--- src/rtl/bsg_manycore_boot_seq_pkg.sv ---
// Purpose: shared state encoding and helpers for the manycore boot sequencer.
// Latency: n/a (types and constants only).
// Backpressure: n/a.
package bsg_manycore_boot_seq_pkg;

    typedef enum logic [2:0] {
        ST_HOLD    = 3'd0,
        ST_WAITTAG = 3'd1,
        ST_RELEASE = 3'd2,
        ST_LOAD    = 3'd3,
        ST_RUN     = 3'd4,
        ST_DONE    = 3'd5,
        ST_FAIL    = 3'd6,
        ST_TIMEOUT = 3'd7
    } bsg_boot_seq_state_e;

    localparam logic [2:0] state_hold_c    = 3'd0;
    localparam logic [2:0] state_waittag_c = 3'd1;
    localparam logic [2:0] state_release_c = 3'd2;
    localparam logic [2:0] state_load_c    = 3'd3;
    localparam logic [2:0] state_run_c     = 3'd4;
    localparam logic [2:0] state_done_c    = 3'd5;
    localparam logic [2:0] state_fail_c    = 3'd6;
    localparam logic [2:0] state_timeout_c = 3'd7;

    // IO complex is held in reset until the staged release completes.
    function automatic logic holds_io_reset(input bsg_boot_seq_state_e st);
        return (st == ST_HOLD) || (st == ST_WAITTAG) || (st == ST_RELEASE);
    endfunction

endpackage

--- src/rtl/bsg_manycore_boot_seq_sat_ctr.sv ---
// Purpose: clear/enable up-counter that sticks at all-ones instead of wrapping.
// Latency: count reflects clear/en one cycle after they are sampled.
// Backpressure: none; clear has priority over en.
module bsg_manycore_boot_seq_sat_ctr #(
    parameter int width_p = 32
) (
    input  logic               clk,
    input  logic               reset_n,
    input  logic               clear,
    input  logic               en,
    output logic [width_p-1:0] count
);

    // Count up while enabled, holding at the maximum value once reached.
    always_ff @(posedge clk) begin
        if (!reset_n) begin
            count <= '0;
        end else if (clear) begin
            count <= '0;
        end else if (en && (count != {width_p{1'b1}})) begin
            count <= count + width_p'(1);
        end
    end

endmodule

--- src/rtl/bsg_manycore_boot_sequencer.sv ---
// Purpose: sequences SPMD bring-up: hold, tag wait, staged IO reset release, load, run, terminal.
// Latency: all outputs registered, one cycle from input sample to output change.
// Backpressure: none; level/pulse inputs only. Optional watchdog under BSG_BOOT_SEQ_WATCHDOG_EN.
module bsg_manycore_boot_sequencer
    import bsg_manycore_boot_seq_pkg::*;
#(
    parameter int reset_depth_p    = 3,
    parameter int num_finish_p     = 1,
    parameter int timeout_cycles_p = 1000000,
    parameter int ctr_width_p      = 32
) (
    input  logic                   clk_i,
    input  logic                   reset_n_i,
    input  logic                   tag_done_i,
    input  logic                   loader_done_i,
    input  logic                   finish_v_i,
    input  logic                   fail_v_i,
    output logic                   io_reset_o,
    output logic                   run_o,
    output logic                   done_o,
    output logic                   fail_o,
    output logic                   timeout_o,
    output logic [2:0]             state_o,
    output logic [ctr_width_p-1:0] run_cycles_o
);

    localparam int rel_w = (reset_depth_p < 2) ? 1 : $clog2(reset_depth_p);
    localparam int fin_w = $clog2(num_finish_p + 1);

    if (reset_depth_p < 1) begin : g_bad_depth
        $error("reset_depth_p must be >= 1");
    end
    if (num_finish_p < 1) begin : g_bad_finish
        $error("num_finish_p must be >= 1");
    end
    if (timeout_cycles_p < 1) begin : g_bad_timeout
        $error("timeout_cycles_p must be >= 1");
    end

    bsg_boot_seq_state_e state, state_next;
    logic [rel_w-1:0]    rel_cnt, rel_next;
    logic [fin_w-1:0]    fin_cnt, fin_next;
    logic                wd_expired;
    logic                io_reset_q, run_q, done_q, fail_q;

`ifdef BSG_BOOT_SEQ_WATCHDOG_EN
    logic [ctr_width_p-1:0] wd_cnt;
    logic                   timeout_q;

    // Watchdog accumulates LOAD+RUN time and is only ever cleared by reset.
    bsg_manycore_boot_seq_sat_ctr #(.width_p(ctr_width_p)) wd_ctr (
        .clk     (clk_i),
        .reset_n (reset_n_i),
        .clear   (1'b0),
        .en      ((state == ST_LOAD) || (state == ST_RUN)),
        .count   (wd_cnt)
    );

    // Current cycle is the last allowed one in LOAD+RUN.
    assign wd_expired = (wd_cnt == ctr_width_p'(timeout_cycles_p - 1));

    // Sticky timeout flag follows entry into the TIMEOUT state.
    always_ff @(posedge clk_i) begin
        if (!reset_n_i) timeout_q <= 1'b0;
        else            timeout_q <= (state_next == ST_TIMEOUT);
    end

    assign timeout_o = timeout_q;
`else
    assign wd_expired = 1'b0;
    assign timeout_o  = 1'b0;
`endif

    // Run-cycle counter restarts on every pass through LOAD and freezes outside RUN.
    bsg_manycore_boot_seq_sat_ctr #(.width_p(ctr_width_p)) run_ctr (
        .clk     (clk_i),
        .reset_n (reset_n_i),
        .clear   (state == ST_LOAD),
        .en      (state == ST_RUN),
        .count   (run_cycles_o)
    );

    // Next-state and inline counter updates; priority fail > done > timeout.
    always_comb begin
        state_next = state;
        rel_next   = rel_cnt;
        fin_next   = fin_cnt;
        case (state)
            ST_HOLD: state_next = ST_WAITTAG;
            ST_WAITTAG: begin
                if (tag_done_i) begin
                    state_next = ST_RELEASE;
                    rel_next   = rel_w'(reset_depth_p - 1);
                end
            end
            ST_RELEASE: begin
                if (!tag_done_i)           state_next = ST_WAITTAG;
                else if (rel_cnt == '0)    state_next = ST_LOAD;
                else                       rel_next   = rel_cnt - rel_w'(1);
            end
            ST_LOAD: begin
                if (fail_v_i)           state_next = ST_FAIL;
                else if (wd_expired)    state_next = ST_TIMEOUT;
                else if (loader_done_i) begin
                    state_next = ST_RUN;
                    fin_next   = '0;
                end
            end
            ST_RUN: begin
                if (fail_v_i) begin
                    state_next = ST_FAIL;
                end else if (finish_v_i && ((fin_cnt + fin_w'(1)) == fin_w'(num_finish_p))) begin
                    state_next = ST_DONE;
                    fin_next   = fin_cnt + fin_w'(1);
                end else begin
                    if (finish_v_i) fin_next = fin_cnt + fin_w'(1);
                    if (wd_expired) state_next = ST_TIMEOUT;
                end
            end
            default: state_next = state;
        endcase
    end

    // State, inline counters and registered flags derived from the next state.
    always_ff @(posedge clk_i) begin
        if (!reset_n_i) begin
            state      <= ST_HOLD;
            rel_cnt    <= '0;
            fin_cnt    <= '0;
            io_reset_q <= 1'b1;
            run_q      <= 1'b0;
            done_q     <= 1'b0;
            fail_q     <= 1'b0;
        end else begin
            state      <= state_next;
            rel_cnt    <= rel_next;
            fin_cnt    <= fin_next;
            io_reset_q <= holds_io_reset(state_next);
            run_q      <= (state_next == ST_RUN);
            done_q     <= (state_next == ST_DONE);
            fail_q     <= (state_next == ST_FAIL);
        end
    end

    assign io_reset_o = io_reset_q;
    assign run_o      = run_q;
    assign done_o     = done_q;
    assign fail_o     = fail_q;
    assign state_o    = state;

endmodule
--- config.mk ---
export PLATFORM = sky130hd
export DESIGN_NAME = bsg_manycore_boot_sequencer
export DESIGN_NICKNAME = d
export VERILOG_FILES = /design/src/rtl/bsg_manycore_boot_seq_pkg.sv /design/src/rtl/bsg_manycore_boot_seq_sat_ctr.sv /design/src/rtl/bsg_manycore_boot_sequencer.sv
export SDC_FILE = /design/constraint.sdc
export NUM_CORES = 1
export LEC_CHECK = 0
export BUFFER_PORTS_ARGS = -buffer_cell sky130_fd_sc_hd__buf_4
export CORE_MARGIN = 8
export CORE_UTILIZATION = 33
export CTS_CLUSTER_SIZE = 40
export DETAILED_ROUTE_END_ITERATION = 8
export PLACE_DENSITY_LB_ADDON = 0.08
export SLEW_MARGIN = 20
export SYNTH_ARGS = -nofsm -noshare
export SYNTH_HDL_FRONTEND = slang
export SYNTH_SLANG_ARGS = --single-unit
export TNS_END_PERCENT = 100
--- constraint.sdc ---
create_clock -name clk_i -period 3.8 [get_ports clk_i]
set_clock_uncertainty 0.05 [all_clocks]
set_input_delay 0.57 -clock clk_i [delete_from_list [all_inputs] [get_ports clk_i]]
set_output_delay 0.57 -clock clk_i [all_outputs]
set_load 0.1 [all_outputs]
# Word level (Yosys, flattened, before mapping)
# Index checks and enable logic that the tools add are counted.
dict set report totals {
  input_bits 6
  register_bits 42
  output_inout_bits 40
}
dict set report classes {
  n_bitwise 1
  mux 18
  n_reduce_logical 12
  addsub 3
  n_eq_ne 17
}
# operator n
set ops {}
lappend ops {{adder 32 x 1 -> 32 bit (second input constant)} 1}
lappend ops {{!= test 32 bit (second input constant)} 1}
lappend ops {{2-to-1 mux 3 bit} 7}
lappend ops {{one-hot mux 3 bit (5 select lines)} 1}
lappend ops {{== test 3 bit (second input constant)} 4}
lappend ops {{!= test 2 bit (second input constant)} 6}
lappend ops {{== test 3 x 2 -> 1 bit (second input constant)} 3}
lappend ops {{== test 3 x 1 -> 1 bit (second input constant)} 2}
lappend ops {{zero test 3 bit} 2}
lappend ops {{2-to-1 mux 2 bit} 3}
lappend ops {{2-to-1 mux 1 bit} 5}
lappend ops {{AND reduction 5 bit} 1}
lappend ops {{one-hot mux 2 bit (2 select lines)} 1}
lappend ops {{AND reduction 4 bit} 1}
lappend ops {{nonzero test 2 bit} 2}
lappend ops {{!= test 3 bit (second input constant)} 1}
lappend ops {{logical AND 1 bit} 2}
lappend ops {{zero test 2 bit} 1}
lappend ops {{logical OR 1 bit} 2}
lappend ops {{one-hot mux 1 bit (2 select lines)} 1}
lappend ops {{OR reduction 2 bit} 1}
lappend ops {{subtractor 2 x 1 -> 2 bit (second input constant)} 1}
lappend ops {{adder 1 bit (second input constant)} 1}
lappend ops {{inverter 1 bit} 1}

# Longest topological paths before layout
# Gate-level depths: netlist of run 1.
dict set report depth {
  word_depth 8
  ltp_mapped 9
  mapped_depth_nobuf 6
}

# Cells and area by module
# A second synthesis of run 1 with hierarchy kept.
dict set report unflattened {
  hier_cells 266
  area_unflattened_um2 2217.1
}
# mod instances cells_each area_per_inst_um2 seq_area_each_um2
set by_module_without_submodules {}
lappend by_module_without_submodules {bsg_manycore_boot_seq_sat_ctr 1 203 1667.8 640.6}
lappend by_module_without_submodules {bsg_manycore_boot_sequencer 1 63 549.3 200.2}

# Worst setup path before layout of run 1
# No wires, ideal clock.
dict set report synth_path {
  path_kind {reg-to-reg}
  startpoint {register run_ctr.count[12]}
  endpoint {register run_ctr.count[28]}
  t_arrival_ns 2.835
  path_slack_ns 0.844
  setup_ns 0.070
  synth_period_minus_slack_ns 2.956
  path_buffers 0
  stages_incl_launch_ff 6
  t_required_ns 3.680
  path_cell_list {dfxtp_1 nand4_2 or4_1 or4_4 or3_1 a21oi_1}
}
dict set report synth_via {
  elab_chain_len 2
  elab_cells_between_ends 3
  cone_classes {1 x add/sub; 1 x eq/ne; 1 x reduce/logical}
}
# item line
set synth_lines {}
lappend synth_lines {{start, declared} bsg_manycore_boot_seq_sat_ctr.sv:11} ;# output logic [width_p-1:0] count
lappend synth_lines {{start signal, assigned} bsg_manycore_boot_seq_sat_ctr.sv:21} ;# count <= count + width_p'(1);
lappend synth_lines {{parallel branches: the longest is 2 deep, another holds adder 32 x 1 -> 32 bit} -}
# Several ways; the timed one is not identified.
# A chain may end at the register's enable or synchronous reset.

# Worst setup path in the final report of run 1
dict set report layout_path {
  startpoint {register state[2] (netlist: state_o[2])}
  endpoint {register run_ctr.count[22]}
}
dict set report layout_via {
  elab_chain_len 2
  elab_cells_between_ends 4
  cone_classes {2 x eq/ne; 2 x reduce/logical}
}
# item line
set layout_lines {}
lappend layout_lines {{start, declared} bsg_manycore_boot_sequencer.sv:40} ;# bsg_boot_seq_state_e state, state_next;
lappend layout_lines {{start signal, assigned} bsg_manycore_boot_sequencer.sv:135} ;# state <= state_next;
lappend layout_lines {{== test 3 x 2 -> 1 bit / == test 3 bit (equally long branches)} {bsg_manycore_boot_sequencer.sv:78, bsg_manycore_boot_sequencer.sv:79}}
lappend layout_lines {{OR reduction 2 bit (no source line) / logical AND 1 bit (equally long branches)} -}
# Parallel ways exist; a longest one is shown, timed or not.

==> key figures, run 1 <==
CTS
  • Post-CTS Setup Bufs: 0
  • Clk slew on worst S/H paths: 0.09 ns
  • CTS buffer count: 5
  • Post_cts resized: 0
  • Clock latency at the later pin of the worst-skew pair: 0.30 ns
  • CTS root buffer: clkbuf_8
  • Cts hold-fix bufs: 0
  • H-tree depth: 2
  • CTS Buffer Depth: 2
  • Clk sink count: 42
  • CTS tree: built

Detailed routing
  • Total number of vias: 2235
  • Wire per inst: 16.31 um
  • Initial drt markers: 114
  • # DRC: 0
  • DRT Pass-1 Iters: 4
  • Vias/cell: 5.716
  • DRT antenna net count: 0
  • Total wire length: 6377 um

Critical path
  • Crit. End Element: register
  • Crit path cell chain: or3b_2, a211o_1, or3_1, a21oi_1
  • CP max-delay cell: or3b_2
  • Reg2reg setup slack: 1.29 ns
  • Top delay family on crit path: simple AND/OR/NAND/NOR gates
  • Max incr delay on CP: 0.78 ns
  • Crit-path max FO: 35
  • WP data required: 3.98 ns
  • Crit start category: register
  • Worst R2R Path Depth: 4
  • CP bufs+invs: 0
  • Critical Path AT: 2.69 ns
  • Critical R2R Launch: state_o[2]$_SDFF_PN0_
  • Setup Crit Path Kind: reg -> reg
  • FF-to-FF End: run_ctr.count[22]$_SDFFE_PP0P_

Cells and area
  • Sequential cell area: 840.8 um^2
  • Syn-to-layout area delta: 22.56%
  • Nets: 318
  • Inserted Diodes: 0
  • Number of fillers in the final layout: 713
  • Share of layout cells above drive strength 1: 0.2058
  • Final Instance Area: 0.002705 mm^2
  • Footprint of the multi-input gates: 0.001265 mm^2

Global route
  • Tot GR Track Use: 0.1344
  • Initial antenna violation count: 0
  • Vias in the first global route: 2109
  • Grt ovf: 0
  • First-pass GRT wire length: 10630 um
  • Largest net degree at the start of global routing: 36

Yosys
  • Post-synth EDFFs: 0
  • Mapped Cells: 272
  • Syn avg cell area: 8.114 um^2
  • Post-Syn Area: 0.002207 mm^2
  • Synth Net Count: 280
  • Synth Register Bits: 42
  • Asr flop ratio synth: 0
  • Distinct cell type count after synthesis: 47
  • Seq/Total Area, Yosys: 0.3810
  • Ys Warns: 0
  • Ys flop type: dfxtp_1

Pwr
  • P_leak: 0.9550 nW
  • Pwr dens: 337.1 mW/mm^2
  • Power consumption: 0.9120 mW
  • Max VDD drop: 131.1 uV

STA
  • Maximum clock rate: 399.2 MHz
  • Hold Slack: 0.4225 ns
  • Final worst setup slack: 1.295 ns
  • Max-slew violation count: 0
  • Max-slew headroom: 0.3474
  • Period utilisation layout: 0.6592
  • Final Hold Vio Count: 0
  • Final setup vio count: 0
  • Period minus WS final: 2.505 ns
  • Worst Tran Pin Value: 0.9788 ns
  • Unrepaired setup endpoints after global routing: no
  • Setup_tns: 0 ns

Die
  • I/O pins: 46
  • CORE AREA: 0.006644 mm^2
  • Die Span X: 97.78 um
  • Starting Density: 0.3322
  • Full die area: 0.009561 mm^2
  • Die H: 97.78 um
  • Rows: 30

Placement
  • Place WS: 1.336 ns
  • Final Wtd Congestion: 0.8043
  • Dpl cell area: 0.002596 mm^2
  • Buffers on Ports: 44
  • Detailed Place HPWL: 4532 um

Hold path
  • Hold path endpoint: rel_cnt[1]$_SDFFE_PN0P_
  • Hold Path Cell Cnt: 2
  • HP Start: rel_cnt[1]$_SDFFE_PN0P_
  • Hold Crit Class: reg -> reg

Job
  • MaxCap Viol Count: 0

Outcome
  • Status: completed
how the worst max path moves through the flow:
stage                                         from                        endpoint  cells past startpoint
floorplan           run_ctr.count[12]$_SDFFE_PP0P_  run_ctr.count[28]$_SDFFE_PP0P_                      5
global placement             state_o[2]$_SDFF_PN0_  run_ctr.count[20]$_SDFFE_PP0P_                      4
detailed placement           state_o[2]$_SDFF_PN0_  run_ctr.count[22]$_SDFFE_PP0P_                      4
CTS                          state_o[2]$_SDFF_PN0_  run_ctr.count[20]$_SDFFE_PP0P_                      4
global route        run_ctr.count[12]$_SDFFE_PP0P_  run_ctr.count[14]$_SDFFE_PP0P_                      6
finish                       state_o[2]$_SDFF_PN0_  run_ctr.count[22]$_SDFFE_PP0P_                      4
through the flow:
stage | cells | util
2_1_floorplan | 272 | -
3_3_place_gp | 383 | 0.3908
3_5_place_dp | 383 | 0.3908
4_1_cts | 391 | 0.4072
5_1_grt | 391 | 0.4072
6_report | 391 | 0.4072
power by group:
group          total, mW  leakage (nW)  switching [mW]  internal [mW]
registers          0.455         0.339         0.00929          0.445
logic             0.0947         0.558          0.0707         0.0240
clock network      0.363        0.0579           0.169          0.194
total              0.912         0.955           0.249          0.663
cell families after synthesis:
logic type      count (synthesis)  share of synthesized area
simple gates                  122                     0.3288
compound gates                 72                     0.2001
flops                          42                     0.3810
buf+inv                        26                    0.04762
xor+xnor                        4                    0.01588
mux                             3                    0.01361
fa+ha+maj                       2                    0.01134
other cells                     1                   0.001699
flip-flops by register name, summed over array words and instances, names as in the netlist:
name           cells
state_o            3
io_reset_o         1
fail_o             1
run_ctr.count     32
rel_cnt            2
run_o              1
fin_cnt            1
done_o             1
worst register-to-register path: stages, from the launching register on:
cell     delay, ns
dfxtp_1       0.62
or3b_2        0.78
a211o_1       0.47
or3_1         0.38
a21oi_1       0.14
per-layer routing:
layer,share of wire,track usage,vias up
met3,0.044,0.03414,7
met2,0.47,0.2182,45
li1,-,-,1117
met5,0,0,-
met1,0.47,0.1671,1066
met4,0.016,0.04916,0
cells in the mapped netlist (2+ instances only):
| library cell | number | area [um^2] |
|---|---|---|
| and2_1 | 3 | 18.77 |
| nand4_1 | 12 | 75.07 |
| o31ai_1 | 13 | 97.59 |
| nor2_1 | 13 | 48.80 |
| and3_1 | 3 | 18.77 |
| nand2b_1 | 4 | 25.02 |
| or3_1 | 7 | 43.79 |
| dfxtp_1 | 42 | 840.8 |
| inv_1 | 10 | 37.54 |
| o21ai_0 | 15 | 75.07 |
| nand2_1 | 19 | 71.32 |
| and4_1 | 7 | 61.31 |
| ha_1 | 2 | 25.02 |
| a211o_1 | 2 | 17.52 |
| nor3_1 | 7 | 35.03 |
| mux2i_1 | 3 | 30.03 |
| clkbuf_1 | 12 | 45.04 |
| a31oi_1 | 5 | 31.28 |
| a21oi_1 | 27 | 135.1 |
| buf_2 | 3 | 15.01 |
| nand3_1 | 12 | 60.06 |
| xor2_1 | 3 | 26.28 |
| or3b_2 | 2 | 17.52 |
| nor3b_1 | 2 | 15.01 |
| nor4_1 | 5 | 31.28 |
| or4_1 | 18 | 135.1 |
final cells by class:
cell class,instances,area share
clock buffers,5,0.02544
clock inverters,3,0.01480
inverters,10,0.01388
multi-input cells,204,0.4676
flip-flops and latches,42,0.3108
well taps,80,0.03700
repair buffers,47,0.1304
layout by cell type, fill, tap and decap left out, types with 2 or more instances in the layout:
master | synthesis | layout
and4_1 | 7 | 7
or3_1 | 7 | 7
and2_1 | 3 | 3
inv_1 | 10 | 10
nor4_1 | 5 | 5
clkbuf_8 | 0 | 5
nand4_1 | 12 | 12
nor3_1 | 7 | 7
xor2_1 | 3 | 3
nor2_1 | 13 | 13
dfxtp_1 | 42 | 42
or4_1 | 18 | 18
and3_1 | 3 | 3
clkinv_2 | 0 | 2
mux2i_1 | 3 | 3
nand2b_1 | 4 | 4
nand3_1 | 12 | 12
nand2_1 | 19 | 19
o21ai_0 | 15 | 14
or3b_2 | 2 | 2
buf_4 | 1 | 47
nor3b_1 | 2 | 2
a211o_1 | 2 | 2
ha_1 | 2 | 2
o31ai_1 | 13 | 13
a21oi_1 | 27 | 27
a31oi_1 | 5 | 5
Note: power is estimated with default switching activity, not from simulation.
==> run 2: changes to the inputs <==
clock period = 2.3 ns   (was 3.8 ns; I/O delays follow)
==> run 2 against run 1 <==
Final cell count grew 2.6%. Combinational power grew 71%. Hold slack lost 0.20 ns. Die area is the same. Routed wire length shrank 2.2%. Global-route usage shrank 0.15 points. Register-to-register slack lost 1.2 ns. Sequential share of layout area grew 1.4 points. Critical path type unchanged. Highest routed layer unchanged.
==> key figures, run 2 (synthesized netlist as in run 1, its figures left out) <==
CTS
  • CTS buffer count: 5 (unchanged)
  • Clk sink count: 42 (unchanged)
  • Cts hold-fix bufs: 0 (unchanged)
  • Post_cts resized: 0 (unchanged)
  • CTS tree: built
  • Clock latency at the later pin of the worst-skew pair: 0.30 ns (about the same)
  • CTS Buffer Depth: 2 (unchanged)
  • CTS root buffer: clkbuf_8
  • H-tree depth: 2 (unchanged)
  • Post-CTS Setup Bufs: 0 (unchanged)
  • Clk slew on worst S/H paths: 0.08 ns (about the same)

Global route
  • Initial antenna violation count: 0 (unchanged)
  • Tot GR Track Use: 0.1330 (-0.001452)
  • Grt ovf: 0 (unchanged)
  • Largest net degree at the start of global routing: 30 (-17%)
  • First-pass GRT wire length: 10470 um (-1.5%)
  • Vias in the first global route: 2127 (+0.85%)

Pwr
  • Sw frac: 0.2929 (+0.02010)
  • Max VDD drop: 193.5 uV (+48%)
  • P_leak: 1.031 nW (+7.9%)
  • Clock network power share: 0.350 (-0.048)
  • P_sw: 0.3990 mW (+60%)
  • Power share of the combinational group: 0.119 (+0.015)
  • Power consumption: 1.363 mW (+49%)
  • Pwr dens: 472.4 mW/mm^2 (+40%)
  • Flop pwr share: 0.532 (+0.033)
  • Internal: 0.9635 mW (+45%)

STA
  • Period utilisation layout: 0.9677 (+0.3084)
  • Final setup vio count: 0 (unchanged)
  • Final Hold Vio Count: 0 (unchanged)
  • Max-slew violation count: 0 (unchanged)
  • Final worst setup slack: 0.07437 ns (-1.221 ns)
  • Maximum clock rate: 449.3 MHz (+13%)
  • Period minus WS final: 2.226 ns (-0.2794 ns)
  • Hold Slack: 0.2257 ns (-0.1968 ns)
  • Unrepaired setup endpoints after global routing: no
  • Setup_tns: 0 ns (unchanged)

Cells and area
  • Nets: 328 (+3.1%)
  • Footprint of the multi-input gates: 0.001285 mm^2 (+1.6%)
  • Most common cell after layout, fill and taps aside: buf_4
  • Sequential cell area: 937.1 um^2 (+11%)
  • Final Instance Area: 0.002884 mm^2 (+6.6%)
  • Post-route insts no fill: 401 (+2.6%)
  • Post-layout util: 0.4341 (+0.02693)
  • Share of layout cells above drive strength 1: 0.3364 (+0.1307)
  • Number of fillers in the final layout: 686 (-3.8%)
  • Inserted Diodes: 0 (unchanged)
  • Syn-to-layout area delta: 30.67%
  • Max reg flops: 32 (unchanged)
  • Most frequent cells in the layout: 56 x buf_4, 27 x a21oi_1, 22 x dfxtp_4, 19 x nand2_1, 17 x or4_1
  • Biggest register: run_ctr.count

Critical path
  • Crit-path max FO: 8 (-77%)
  • Setup Crit Path Kind: reg -> reg
  • Critical Path AT: 2.40 ns (-0.29 ns)
  • WP data required: 2.48 ns (-1.50 ns)
  • Crit. End Element: register
  • Crit start category: register

Detailed routing
  • Initial drt markers: 88 (-23%)
  • DRT Pass-1 Iters: 4 (unchanged)
  • Vias/cell: 5.536 (-3.1%)
  • Total number of vias: 2220 (-0.67%)
  • Total wire length: 6234 um (-2.2%)
  • Wire per inst: 15.55 um (-4.7%)
  • DRT antenna net count: 0 (unchanged)
  • # DRC: 0 (unchanged)

Placement
  • Detailed Place HPWL: 4631 um (+2.2%)
  • Final Wtd Congestion: 0.7459 (-7.3%)
  • Buffers on Ports: 44 (unchanged)
  • DP Cell Count: 393 (+2.6%)
  • Place WS: 0.09002 ns (-1.246 ns)
  • Dpl cell area: 0.002800 mm^2 (+7.9%)

Outcome
  • Status: completed

Die
  • Die Span X: 97.78 um (unchanged)
  • Die H: 97.78 um (unchanged)
  • Starting Density: 0.3322 (unchanged)
  • I/O pins: 46 (unchanged)
  • CORE AREA: 0.006644 mm^2 (unchanged)
  • Full die area: 0.009561 mm^2 (unchanged)
  • Rows: 30 (unchanged)

Hold path
  • Hold Crit Class: in -> reg

Job
  • MaxCap Viol Count: 0 (unchanged)
[run 2: changes by cell type in the layout (fill, tap and decap cells not counted), sizes merged]
cell / change
buf: +10
inv: +1
bufinv: -1
[run 2: power groups by stage]
stage / registers, mW / logic (mW) / clock network, mW
2_1_floorplan: 0.789 / 0.0728 / 0
3_3_place_gp: 0.742 / 0.164 / 0
3_5_place_dp: 0.742 / 0.164 / 0
4_1_cts: 0.725 / 0.164 / 0.497
5_1_grt: 0.727 / 0.176 / 0.520
6_report: 0.724 / 0.162 / 0.476
[run 2: area by class of cell]
class | count | share of cell area
multi-input combinational | 204 | 0.4456
sequential | 42 | 0.3249
timing repair buffer | 57 | 0.1527
tap | 80 | 0.03471
clock buffer | 5 | 0.02386
inverter | 10 | 0.01302
clock inverter | 3 | 0.005206
[run 2: worst paths after layout]
check                                       from                        endpoint  slack, ns  cells past startpoint
hold / removal                         reset_n_i           io_reset_o$_SDFF_PN1_       0.23                      2
setup / recovery  run_ctr.count[11]$_SDFFE_PP0P_  run_ctr.count[28]$_SDFFE_PP0P_       0.07                      5
hold reg to reg   run_ctr.count[29]$_SDFFE_PP0P_  run_ctr.count[29]$_SDFFE_PP0P_       0.43                      2
setup reg to reg  run_ctr.count[11]$_SDFFE_PP0P_  run_ctr.count[28]$_SDFFE_PP0P_       0.07                      5
[run 2: per-layer routing]
layer,share of wire,vias up,GRT usage
met5,0,-,0
met4,0.018,0,0.05036
met3,0.040,9,0.03485
li1,-,1141,-
met2,0.48,34,0.2193
met1,0.46,1036,0.1613
[run 2: critical path, stage by stage, from the launching register on]
cell,delay (ns)
dfxtp_4,0.39
nand4_4,0.15
or4_4,0.53
or4_4,0.56
or3_1,0.32
a21oi_1,0.15
